`config.mk`:
```
export PLATFORM = sky130hd
export DESIGN_NAME = i2c_apb_master
export DESIGN_NICKNAME = d
export VERILOG_FILES = /design/src/rtl/i2c_apb_pkg.sv /design/src/rtl/i2c_apb_master.sv
export SDC_FILE = /design/constraint.sdc
export NUM_CORES = 1
export LEC_CHECK = 0
export BUFFER_PORTS_ARGS = -buffer_cell sky130_fd_sc_hd__buf_4
export CAP_MARGIN = 20
export CORE_MARGIN = 3
export CORE_UTILIZATION = 48
export CTS_CLUSTER_SIZE = 10
export DETAILED_ROUTE_END_ITERATION = 10
export PLACE_DENSITY = 0.87
export SYNTH_ARGS = -nofsm -noshare
export SYNTH_HDL_FRONTEND = slang
export SYNTH_SLANG_ARGS = --single-unit
```
`constraint.sdc`:
```
create_clock -name pclk_i -period 2.1 [get_ports pclk_i]
set_input_delay 0.21 -clock pclk_i [delete_from_list [all_inputs] [get_ports pclk_i]]
set_output_delay 0.21 -clock pclk_i [all_outputs]
set_load 0.01 [all_outputs]
```
`src/rtl/i2c_apb_pkg.sv`:
```
// i2c_apb_pkg
//   Shared definitions for the APB initiator that programs i2c_register_block.
//   - FSM state encoding (plain localparams so legacy tools and waveform
//     viewers see stable numeric codes).
//   - Register map of i2c_register_block.
//   - cnt_width(): width helper for the counters. It never returns 0 bits,
//     so a disabled feature (parameter 0) still yields a legal vector.
package i2c_apb_pkg;

  // FSM state encoding
  localparam logic [2:0] ST_IDLE   = 3'd0;
  localparam logic [2:0] ST_SETUP  = 3'd1;
  localparam logic [2:0] ST_ACCESS = 3'd2;
  localparam logic [2:0] ST_RDWAIT = 3'd3;
  localparam logic [2:0] ST_RESP   = 3'd4;

  // i2c_register_block register addresses
  localparam logic [7:0] REG_PRESCALER  = 8'h00;
  localparam logic [7:0] REG_CMD        = 8'h01;
  localparam logic [7:0] REG_TRANSMIT   = 8'h02;
  localparam logic [7:0] REG_RECEIVE    = 8'h03;
  localparam logic [7:0] REG_ADDRESS_RW = 8'h04;
  localparam logic [7:0] REG_STATUS     = 8'h05;

  // Bits needed to hold 0..n; at least one bit.
  function automatic int cnt_width(input int n);
    if (n <= 0) begin
      return 1;
    end
    return $clog2(n + 1);
  endfunction

endpackage

```
`src/rtl/i2c_apb_master.sv`:
```
// i2c_apb_master
//   Converts a valid/ready request stream into single APB transfers and
//   returns exactly one response per accepted request. Only one transfer is
//   ever in flight: the next request is accepted no earlier than the cycle
//   after the previous response handshake.
//
//   Ports
//     pclk_i, preset_i           clock, synchronous active-high reset
//     req_valid_i / req_ready_o  request handshake
//     req_write_i                1 = write, 0 = read
//     req_addr_i, req_wdata_i    request address / write data
//     rsp_valid_o / rsp_ready_i  response handshake
//     rsp_rdata_o                read data (0 for writes and timeouts)
//     rsp_err_o                  transfer was aborted by the timeout
//     busy_o                     FSM is not idle
//     psel_o, penable_o,
//     pwrite_o, paddr_o,
//     pwdata_o                   APB request side
//     prdata_i, pready_i         APB completion side
//
//   Parameters
//     TIMEOUT_CYCLES  ACCESS cycles with pready_i low before abort, 0 = never
//     RDATA_DELAY     cycles after the completing ACCESS edge at which
//                     prdata_i is sampled (1 for i2c_register_block, which
//                     registers its read data on the access edge)
module i2c_apb_master
  import i2c_apb_pkg::*;
#(
  parameter int ADDR_W         = 8,
  parameter int DATA_W         = 8,
  parameter int TIMEOUT_CYCLES = 16,
  parameter int RDATA_DELAY    = 1
) (
  input  logic              pclk_i,
  input  logic              preset_i,
  input  logic              req_valid_i,
  output logic              req_ready_o,
  input  logic              req_write_i,
  input  logic [ADDR_W-1:0] req_addr_i,
  input  logic [DATA_W-1:0] req_wdata_i,
  output logic              rsp_valid_o,
  input  logic              rsp_ready_i,
  output logic [DATA_W-1:0] rsp_rdata_o,
  output logic              rsp_err_o,
  output logic              busy_o,
  output logic              psel_o,
  output logic              penable_o,
  output logic              pwrite_o,
  output logic [ADDR_W-1:0] paddr_o,
  output logic [DATA_W-1:0] pwdata_o,
  input  logic [DATA_W-1:0] prdata_i,
  input  logic              pready_i
);

  localparam int WAIT_W = cnt_width(TIMEOUT_CYCLES);
  localparam int DLY_W  = cnt_width(RDATA_DELAY);

  // Counter values on which the timeout fires / the delayed data is sampled.
  localparam logic [WAIT_W-1:0] WAIT_LAST =
    (TIMEOUT_CYCLES > 0) ? WAIT_W'(TIMEOUT_CYCLES - 1) : '0;
  localparam logic [DLY_W-1:0]  DLY_LAST  =
    (RDATA_DELAY > 0) ? DLY_W'(RDATA_DELAY - 1) : '0;

  logic [2:0]        state_reg,     state_next;
  logic [WAIT_W-1:0] wait_cnt_reg,  wait_cnt_next;
  logic [DLY_W-1:0]  dly_cnt_reg,   dly_cnt_next;
  logic              psel_reg,      psel_next;
  logic              penable_reg,   penable_next;
  logic              pwrite_reg,    pwrite_next;
  logic [ADDR_W-1:0] paddr_reg,     paddr_next;
  logic [DATA_W-1:0] pwdata_reg,    pwdata_next;
  logic              rsp_valid_reg, rsp_valid_next;
  logic [DATA_W-1:0] rsp_rdata_reg, rsp_rdata_next;
  logic              rsp_err_reg,   rsp_err_next;

  logic accept;

  // Ready is combinational so a waiting requester is taken on the first idle
  // cycle; it is masked during reset so nothing is accepted into a clearing FSM.
  assign req_ready_o = (state_reg == ST_IDLE) && !rsp_valid_reg && !preset_i;
  assign accept      = req_valid_i && req_ready_o;

  always_comb begin
    state_next     = state_reg;
    wait_cnt_next  = wait_cnt_reg;
    dly_cnt_next   = dly_cnt_reg;
    psel_next      = psel_reg;
    penable_next   = penable_reg;
    pwrite_next    = pwrite_reg;
    paddr_next     = paddr_reg;
    pwdata_next    = pwdata_reg;
    rsp_valid_next = rsp_valid_reg;
    rsp_rdata_next = rsp_rdata_reg;
    rsp_err_next   = rsp_err_reg;

    case (state_reg)
      ST_IDLE: begin
        if (accept) begin
          // Address/data/direction are only ever loaded here, so they stay
          // stable through SETUP and ACCESS and hold afterwards.
          paddr_next  = req_addr_i;
          pwdata_next = req_wdata_i;
          pwrite_next = req_write_i;
          psel_next   = 1'b1;
          state_next  = ST_SETUP;
        end
      end

      ST_SETUP: begin
        penable_next  = 1'b1;
        wait_cnt_next = '0;
        state_next    = ST_ACCESS;
      end

      ST_ACCESS: begin
        if (pready_i) begin
          psel_next    = 1'b0;
          penable_next = 1'b0;
          if (pwrite_reg) begin
            rsp_rdata_next = '0;
            rsp_err_next   = 1'b0;
            rsp_valid_next = 1'b1;
            state_next     = ST_RESP;
          end else if (RDATA_DELAY == 0) begin
            rsp_rdata_next = prdata_i;
            rsp_err_next   = 1'b0;
            rsp_valid_next = 1'b1;
            state_next     = ST_RESP;
          end else begin
            // Slave presents read data only after the access edge.
            dly_cnt_next = '0;
            state_next   = ST_RDWAIT;
          end
        end else if ((TIMEOUT_CYCLES > 0) && (wait_cnt_reg == WAIT_LAST)) begin
          // This is the TIMEOUT_CYCLES-th ACCESS cycle without pready: abort.
          psel_next      = 1'b0;
          penable_next   = 1'b0;
          rsp_rdata_next = '0;
          rsp_err_next   = 1'b1;
          rsp_valid_next = 1'b1;
          state_next     = ST_RESP;
        end else if (wait_cnt_reg != '1) begin
          // Saturate rather than wrap when the timeout is disabled.
          wait_cnt_next = wait_cnt_reg + WAIT_W'(1);
        end
      end

      ST_RDWAIT: begin
        if (dly_cnt_reg == DLY_LAST) begin
          rsp_rdata_next = prdata_i;
          rsp_err_next   = 1'b0;
          rsp_valid_next = 1'b1;
          state_next     = ST_RESP;
        end else begin
          dly_cnt_next = dly_cnt_reg + DLY_W'(1);
        end
      end

      ST_RESP: begin
        if (rsp_ready_i) begin
          rsp_valid_next = 1'b0;
          state_next     = ST_IDLE;
        end
      end

      default: begin
        psel_next      = 1'b0;
        penable_next   = 1'b0;
        rsp_valid_next = 1'b0;
        state_next     = ST_IDLE;
      end
    endcase
  end

  always_ff @(posedge pclk_i) begin
    if (preset_i) begin
      state_reg     <= ST_IDLE;
      wait_cnt_reg  <= '0;
      dly_cnt_reg   <= '0;
      psel_reg      <= 1'b0;
      penable_reg   <= 1'b0;
      pwrite_reg    <= 1'b0;
      paddr_reg     <= '0;
      pwdata_reg    <= '0;
      rsp_valid_reg <= 1'b0;
      rsp_rdata_reg <= '0;
      rsp_err_reg   <= 1'b0;
    end else begin
      state_reg     <= state_next;
      wait_cnt_reg  <= wait_cnt_next;
      dly_cnt_reg   <= dly_cnt_next;
      psel_reg      <= psel_next;
      penable_reg   <= penable_next;
      pwrite_reg    <= pwrite_next;
      paddr_reg     <= paddr_next;
      pwdata_reg    <= pwdata_next;
      rsp_valid_reg <= rsp_valid_next;
      rsp_rdata_reg <= rsp_rdata_next;
      rsp_err_reg   <= rsp_err_next;
    end
  end

  assign busy_o      = (state_reg != ST_IDLE);
  assign psel_o      = psel_reg;
  assign penable_o   = penable_reg;
  assign pwrite_o    = pwrite_reg;
  assign paddr_o     = paddr_reg;
  assign pwdata_o    = pwdata_reg;
  assign rsp_valid_o = rsp_valid_reg;
  assign rsp_rdata_o = rsp_rdata_reg;
  assign rsp_err_o   = rsp_err_reg;

endmodule

```
Word-level counts from Yosys, hierarchy flattened
Index checks and enable logic that the tools add are counted.
{"block": "op_classes", "n_lt_le_gt_ge": 0, "n_addsub": 2, "eq_ne": 16, "bitwise_logic": 3, "n_mux": 35, "n_div": 0, "multipliers": 0, "shifts": 0, "reduce_logical": 20}
{"op": "8-bit two-way mux", "n": 4}
{"op": "3-bit two-way mux", "n": 6}
{"op": "2-bit inequality test (second input constant)", "n": 8}
{"op": "8-bit case mux with 2 select lines", "n": 1}
{"op": "5-bit two-way mux", "n": 3}
{"op": "3-bit case mux with 5 select lines", "n": 1}
{"op": "1-bit two-way mux", "n": 14}
{"op": "4-bit AND reduction", "n": 3}
{"op": "5-bit case mux with 2 select lines", "n": 1}
{"op": "3-bit by 2-bit equality test with 1-bit output (second input constant)", "n": 2}
{"op": "3-bit inequality test (second input constant)", "n": 2}
{"op": "1-bit case mux with 3 select lines", "n": 2}
{"op": "3-bit AND reduction", "n": 2}
{"op": "3-bit OR reduction", "n": 2}
{"op": "5-bit by 1-bit adder with 5-bit output (second input constant)", "n": 1}
{"op": "5-bit by 4-bit equality test with 1-bit output (second input constant)", "n": 1}
{"op": "5-bit inequality test (second input constant)", "n": 1}
{"op": "5-bit AND reduction", "n": 1}
{"op": "1-bit case mux with 2 select lines", "n": 2}
{"op": "1-bit case mux with 4 select lines", "n": 1}
{"op": "2-bit AND reduction", "n": 2}
{"op": "2-bit nonzero test", "n": 2}
{"op": "3-bit by 1-bit equality test with 1-bit output (second input constant)", "n": 1}
{"op": "3-bit equality test (second input constant)", "n": 1}
{"op": "7 further kinds", "n": 12}
{"block": "word_totals", "ram_bits": 0, "n_memories": 0, "rom_bits": 0, "regBits": 38, "input_bits": 30, "latchBits": 0, "out_inout_bits": 31}

Depth between registers and ports, before layout
Gate-level depths: netlist of the first run.
{"block": "depth", "ltp_word": 6, "ltp_mapped": 6}

Least setup slack after synthesis of the first run
Ideal clock, no wire load.
{"block": "synth_timing", "kind": "flip-flop to flip-flop", "start": "register wait_cnt_reg[0]", "end": "register wait_cnt_reg[1]", "t_required_ps": 1968, "arrival_ps": 1817, "slack_ps": 151, "path_stages_with_launch": 7, "cell_sequence": "dfxtp_1 -> ha_1 -> and3_1 -> ha_1 -> or4b_1 -> o311ai_0 -> a21oi_1"}
{"block": "synth_between", "elab_chain_len": 5, "elab_cells_between_ends": 10}
{"item": "from (decl)", "line": "i2c_apb_master.sv:65", "text": "logic [WAIT_W-1:0] wait_cnt_reg, wait_cnt_next;"}
{"item": "from (signal assigned)", "line": "i2c_apb_master.sv:190", "text": "wait_cnt_reg <= wait_cnt_next;"}
{"item": "5-bit by 1-bit adder with 5-bit output", "line": "i2c_apb_master.sv:144", "text": "wait_cnt_next = wait_cnt_reg + WAIT_W'(1);"}
{"item": "5-bit two-way mux", "line": "i2c_apb_master.sv:142", "text": "end else if (wait_cnt_reg != '1) begin"}
{"item": "5-bit two-way mux", "line": "i2c_apb_master.sv:134", "text": "end else if ((TIMEOUT_CYCLES > 0) && (wait_cnt_reg == WAIT_LAST)) begin"}
{"item": "5-bit two-way mux", "line": "i2c_apb_master.sv:116", "text": "if (pready_i) begin"}
{"item": "5-bit case mux with 2 select lines", "line": "i2c_apb_master.sv:96", "text": "case (state_reg)"}
Several ways; a longest one is shown, not always the timed one. The select of a mux whose other input is x is not followed.
A chain may end at the register's enable or synchronous reset.

Worst setup path after layout of the first run
{"block": "layout_timing", "start": "register wait_cnt_reg[0]", "end": "register wait_cnt_reg[4]"}
The elaborated chain is that of the path after synthesis.

==> flow_metrics.env, run 1 <==
export IMPL_drive_above_1_share_pct=39.75
export IMPL_cts_buffers=5
export IMPL_vias=1590
export IMPL_yosysSeqAreaShare_pct=44.68
export IMPL_track_usage_pct=20.18
export IMPL_skew_ns=0.009180
export IMPL_clock_latency_ns=0.34
export IMPL_max_cap_violations=0
export IMPL_setup_violations=0
export IMPL_yosys_warnings=0
export IMPL_h_tree_depth=2
export IMPL_cts_tree="built"
export IMPL_core_area_mm2=0.003178
export IMPL_cts_sinks=37
export IMPL_dr_pass1_iters=4
export IMPL_async_reset_ff_share_pct=0
export IMPL_antenna_found_initial=0
export IMPL_wl_met3_um=348
export IMPL_crit_fanout=4
export IMPL_rows=20
export IMPL_detail_route_wirelength_met1_mm=1.815
export IMPL_grt_max_degree=32
export IMPL_cp_end_kind="register"
export IMPL_detail_route_antenna_nets=0
export IMPL_ir_worst_vdd_mv=0.4147
export IMPL_synth_fp_nets=209
export IMPL_grt_pass1_vias=1501
export IMPL_crit_end="wait_cnt_reg[4]"
export IMPL_wirelength_mm=4.000
export IMPL_drc=0
export IMPL_status="complete, no violations"
export IMPL_reg2reg_to="wait_cnt_reg[4]"
export IMPL_min_delay_start="prdata_i[3]"
export IMPL_diodes=0
export IMPL_synth_ff_type="dfxtp_1"
export IMPL_wl_per_cell_um=14.13
export IMPL_drtIter0Drc=140
export IMPL_fin_crit_ns=2.043
export IMPL_synth_cell_types=45
export IMPL_cts_max_path_buffers=2
export IMPL_fp_dieArea_mm2=0.004195
export IMPL_cp_startpoint="wait_cnt_reg[0]"
export IMPL_grt_first_pass_wirelength_mm=6.658
export IMPL_synth_edff_count=0
export IMPL_area_growth_pct=34.11
export IMPL_io_pins=61
export IMPL_setup_ws_ns=0.05693
export IMPL_fp_dieW_um=64.77
export IMPL_finalHoldViolCount=0
export IMPL_rrSetupSlack_ns=0.06
export IMPL_avgSynthCellArea_um2=9.420
export IMPL_ys_seq_elements=37
export IMPL_netlist_instances=176
export IMPL_initial_core_util_pct=52.17
export IMPL_seqCellArea_um2=740.7
export IMPL_worstHoldPathType="in -> reg"
export IMPL_syn_area_mm2=0.001658
export IMPL_tightest_slew_ns=0.6989
export IMPL_required_ns=2.33
export IMPL_fin_crit_sh_pct=97.29
export IMPL_dpl_hpwl_mm=2.872
export IMPL_layout_nets=271
export IMPL_gr_total_overflow=0
export IMPL_die_h_um=64.77
export IMPL_multi_input_area_um2=820.8
export IMPL_clkSlewWorstSetupHoldPaths_ns=0.11
export IMPL_port_buffer_count=60
export IMPL_critPathLaunchType="register"
export IMPL_power_density_mw_per_mm2=654.8
export IMPL_hold_buffers=0
export IMPL_top_layer_used="met4"
export IMPL_fill_cells=262
export IMPL_p_leak_nw=0.9303
export IMPL_wl_met2_mm=1.788
export IMPL_max_slew_margin_rel_pct=53.23
export IMPL_place_ws_ns=0.03949
export IMPL_viasPerCell=5.618
export IMPL_worstSetupPathType="reg -> reg"
export IMPL_fmax_mhz=489.5
export IMPL_ff2ff_path_depth=6
export IMPL_drv_slew=0
export IMPL_worstPathArrival_ns=2.28
export IMPL_gp_congestion=0.8292
export IMPL_r2r_start="wait_cnt_reg[0]"
export IMPL_rsz0062_at_grt="yes"
export IMPL_final_util_pct=69.96
export IMPL_cts_root_buf="clkbuf_4"
-- critical path, stage by stage, from the launching register on --
cell	delay, ns
dfxtp_1	0.35
ha_1	0.21
and3_1	0.20
ha_1	0.21
or4b_1	0.58
o311ai_1	0.26
a21oi_1	0.10
-- logic make-up after synthesis --
kind of cell | count (synthesis) | synth area share (%)
buffers and inverters | 19 | 5.811
DFF | 37 | 44.68
AOI/OAI and AO/OA | 64 | 26.34
and+or+nand+nor | 52 | 20.30
adders and majority gates | 3 | 2.264
muxes | 1 | 0.6038
-- through the flow --
step	total power, W	TNS [ns]	std cells	hold slack, ns	cell area (um^2)
floorplan	0.0009199	0	176	0.3357	1658
global placement	0.001042	0	275	0.4191	2153
detailed placement	0.001047	0	275	0.4249	2153
CTS	0.001470	0	283	0.05663	2223
global route	0.001533	-0.09993	283	0.03854	2223
finish	0.001456	0	283	0.07218	2223
-- worst min path at each step --
stage               cells after the start        endpoint  slack (ns)
floorplan                               1  rsp_rdata_o[0]        0.34
global placement                        2  rsp_rdata_o[6]        0.42
detailed placement                      2  rsp_rdata_o[2]        0.42
CTS                                     2  rsp_rdata_o[1]        0.06
global route                            2  rsp_rdata_o[2]        0.04
finish                                  2  rsp_rdata_o[3]        0.07
-- cell usage after synthesis (all sizes together) (2+ instances only) --
cell | instances | area (um^2)
o211ai | 2 | 15.01
or4b | 2 | 20.02
inv | 5 | 18.77
nand2 | 3 | 11.26
a21boi | 2 | 15.01
buf | 8 | 55.05
o311ai | 3 | 26.28
clkbuf | 6 | 22.52
nand3 | 21 | 105.1
a22o | 8 | 70.07
nor2 | 5 | 18.77
o21ai | 18 | 127.6
a21oi | 23 | 115.1
nor3 | 3 | 15.01
ha | 3 | 37.54
and3 | 2 | 12.51
dfxtp | 37 | 740.7
nor4b | 3 | 47.54
or4 | 2 | 18.77
nand3b | 3 | 22.52
-- routing by layer --
metal | vias up | global-route usage (%)
met5 | - | 0
met4 | 0 | 5.541
met3 | 6 | 8.146
met2 | 72 | 30.01
met1 | 724 | 26.91
li1 | 788 | -
-- power by group --
part	total, W	internal [W]	switching, W
Clock	0.000424	0.000194	0.000230
Sequential	0.000763	0.000732	0.0000303
Combinational	0.000269	0.000131	0.000138
Total	0.00146	0.00106	0.000399
-- cells in the final DEF, fill, tap and decap left out, types with 2 or more instances in the layout --
cell,count
o21ai_0,8
a22o_1,8
nor3_1,3
inv_2,2
o21ai_2,10
nor2_1,5
o211ai_1,2
nand3b_1,3
buf_4,69
clkbuf_4,5
or4b_1,2
o311ai_1,3
clkbuf_8,2
ha_1,3
inv_1,3
and3_1,2
a21boi_0,2
a21oi_1,23
nand2_1,3
nand3_1,21
dfxtp_1,37
-- area by class of cell --
class	count	share of cell area [%]
clock inverter	1	0.2251
timing repair buffer	69	23.30
inverter	5	0.8441
tap	44	2.476
sequential	37	33.31
clock buffer	7	2.926
multi-input combinational	120	36.92
-- what timing repair did --
item / CTS / global route
buffers inserted: 0 / 0
gates resized for setup: 0 / 3
setup endpoints to repair: 0 / 3
Note: power is estimated with default switching activity, not from simulation.
==> inputs of run 2 (changes only) <==
CTS_BUF_LIST = sky130_fd_sc_hd__clkbuf_16   (was unset)
==> run 2 against run 1 <==
Sequential share of layout area down 0.98 points. Maximum frequency about the same. Die area unchanged. Sequential power about the same. Non-clock buffer count unchanged. Largest cell class unchanged. Highest routed layer unchanged.
==> flow_metrics.env, run 2 (same netlist as run 1, synthesis figures left out) <==
export IMPL_critPathLaunchType="register"
export IMPL_diodes=0
export IMPL_grt_pass1_vias=1522
export IMPL_area_growth_pct=38.19
export IMPL_dpl_hpwl_mm=2.872
export IMPL_track_usage_pct=20.32
export IMPL_detail_route_antenna_nets=0
export IMPL_fp_dieArea_mm2=0.004195
export IMPL_worstPathArrival_ns=2.19
export IMPL_cts_sinks=37
export IMPL_rsz0062_at_grt="yes"
export IMPL_layout_nets=271
export IMPL_cts_buffers=5
export IMPL_p_leak_nw=0.9576
export IMPL_port_buffer_count=60
export IMPL_clock_latency_ns=0.27
export IMPL_skew_ns=0.004840
export IMPL_fp_dieW_um=64.77
export IMPL_viasPerCell=5.700
export IMPL_drv_slew=0
export IMPL_fin_crit_sh_pct=97.20
export IMPL_gr_total_overflow=0
export IMPL_final_common_cell="buf_4"
export IMPL_fmax_mhz=489.9
export IMPL_fill_cells=251
export IMPL_ir_worst_vdd_mv=0.4499
export IMPL_dr_pass1_iters=4
export IMPL_power_density_mw_per_mm2=754.0
export IMPL_cts_tree="built"
export IMPL_clkSlewWorstSetupHoldPaths_ns=0.06
export IMPL_status="complete, no violations"
export IMPL_cts_root_buf="clkbuf_16"
export IMPL_required_ns=2.25
export IMPL_drtIter0Drc=163
export IMPL_layout_common_cells="69 x buf_4, 37 x dfxtp_1, 23 x a21oi_1, 21 x nand3_1, 10 x o21ai_2"
export IMPL_drive_above_1_share_pct=38.91
export IMPL_placedInstanceArea_mm2=0.002153
export IMPL_finalHoldViolCount=0
export IMPL_cts_max_path_buffers=2
export IMPL_initial_core_util_pct=52.17
export IMPL_crit_fanout=4
export IMPL_wl_per_cell_um=14.45
export IMPL_die_h_um=64.77
export IMPL_hold_buffers=0
export IMPL_cp_end_kind="register"
export IMPL_worstHoldPathType="in -> reg"
export IMPL_core_area_mm2=0.003178
export IMPL_tightest_slew_ns=0.6915
export IMPL_worstSetupPathType="reg -> reg"
export IMPL_h_tree_depth=2
export IMPL_drc=0
export IMPL_design_area_mm2=0.002291
export IMPL_final_util_pct=72.09
export IMPL_gp_congestion=0.8292
export IMPL_power_w=0.001727
export IMPL_fin_cells=283
export IMPL_grt_max_degree=32
export IMPL_antenna_found_initial=0
export IMPL_wirelength_mm=4.088
export IMPL_dp_cells=275
export IMPL_fin_crit_ns=2.041
export IMPL_grt_first_pass_wirelength_mm=6.796
export IMPL_max_slew_margin_rel_pct=53.73
export IMPL_setup_violations=0
export IMPL_rows=20
export IMPL_io_pins=61
export IMPL_max_cap_violations=0
export IMPL_vias=1613
[run 2: layer usage]
layer | track usage (%) | vias to the layer above | part of all wire (%)
met4 | 5.541 | 0 | 0.24
met2 | 31.55 | 71 | 48
met1 | 27.63 | 754 | 44
met5 | 0 | - | 0
li1 | - | 786 | -
met3 | 5.546 | 2 | 7.6
[run 2: critical path, cell delays in order, from the launching register on]
cell	delay [ns]
dfxtp_1	0.33
ha_1	0.21
and3_1	0.21
ha_1	0.21
or4b_1	0.58
o311ai_1	0.26
a21oi_1	0.10
[run 2: where the power goes]
| group | internal, W | switching (W) |
|---|---|---|
| sequential | 0.000734 | 0.0000311 |
| combinational | 0.000131 | 0.000140 |
| clock | 0.000428 | 0.000263 |
| total | 0.00129 | 0.000434 |
[run 2: cell type report]
type / instances / area [um^2] / share of cell area (%)
sequential: 37 / 740.7 / 32.33
multi-input combinational: 120 / 820.8 / 35.83
clock inverter: 3 / 12.51 / 0.5461
tap: 44 / 55.05 / 2.403
clock buffer: 5 / 125.1 / 5.461
timing repair buffer: 69 / 518.0 / 22.61
inverter: 5 / 18.77 / 0.8192
[run 2: metrics by stage]
stage	setup slack, ns	setup TNS (ns)	hold slack, ns
final	0.05874	0	0.1467
after global routing	-0.04177	-0.07717	0.1410
after CTS	0.02783	0	0.1413
after detailed placement	0.03949	0	0.4249
after global placement	0.1241	0	0.4191
after floorplan	0.1508	0	0.3357
[run 2: timing repair]
action | CTS | global route
setup buffers | 0 | 0
endpoints found under the setup margin | 0 | 3
gates resized for setup | 0 | 3
[run 2: final timing paths]
| kind | start | to | slack [ns] | depth (start not counted) |
|---|---|---|---|---|
| worst max-delay path | wait_cnt_reg[0] | wait_cnt_reg[4] | 0.06 | 6 |
| worst min-delay path | prdata_i[6] | rsp_rdata_o[6] | 0.15 | 2 |
| worst max register to register | wait_cnt_reg[0] | wait_cnt_reg[4] | 0.06 | 6 |
| worst min register to register | paddr_o[5] | paddr_o[5] | 0.46 | 2 |
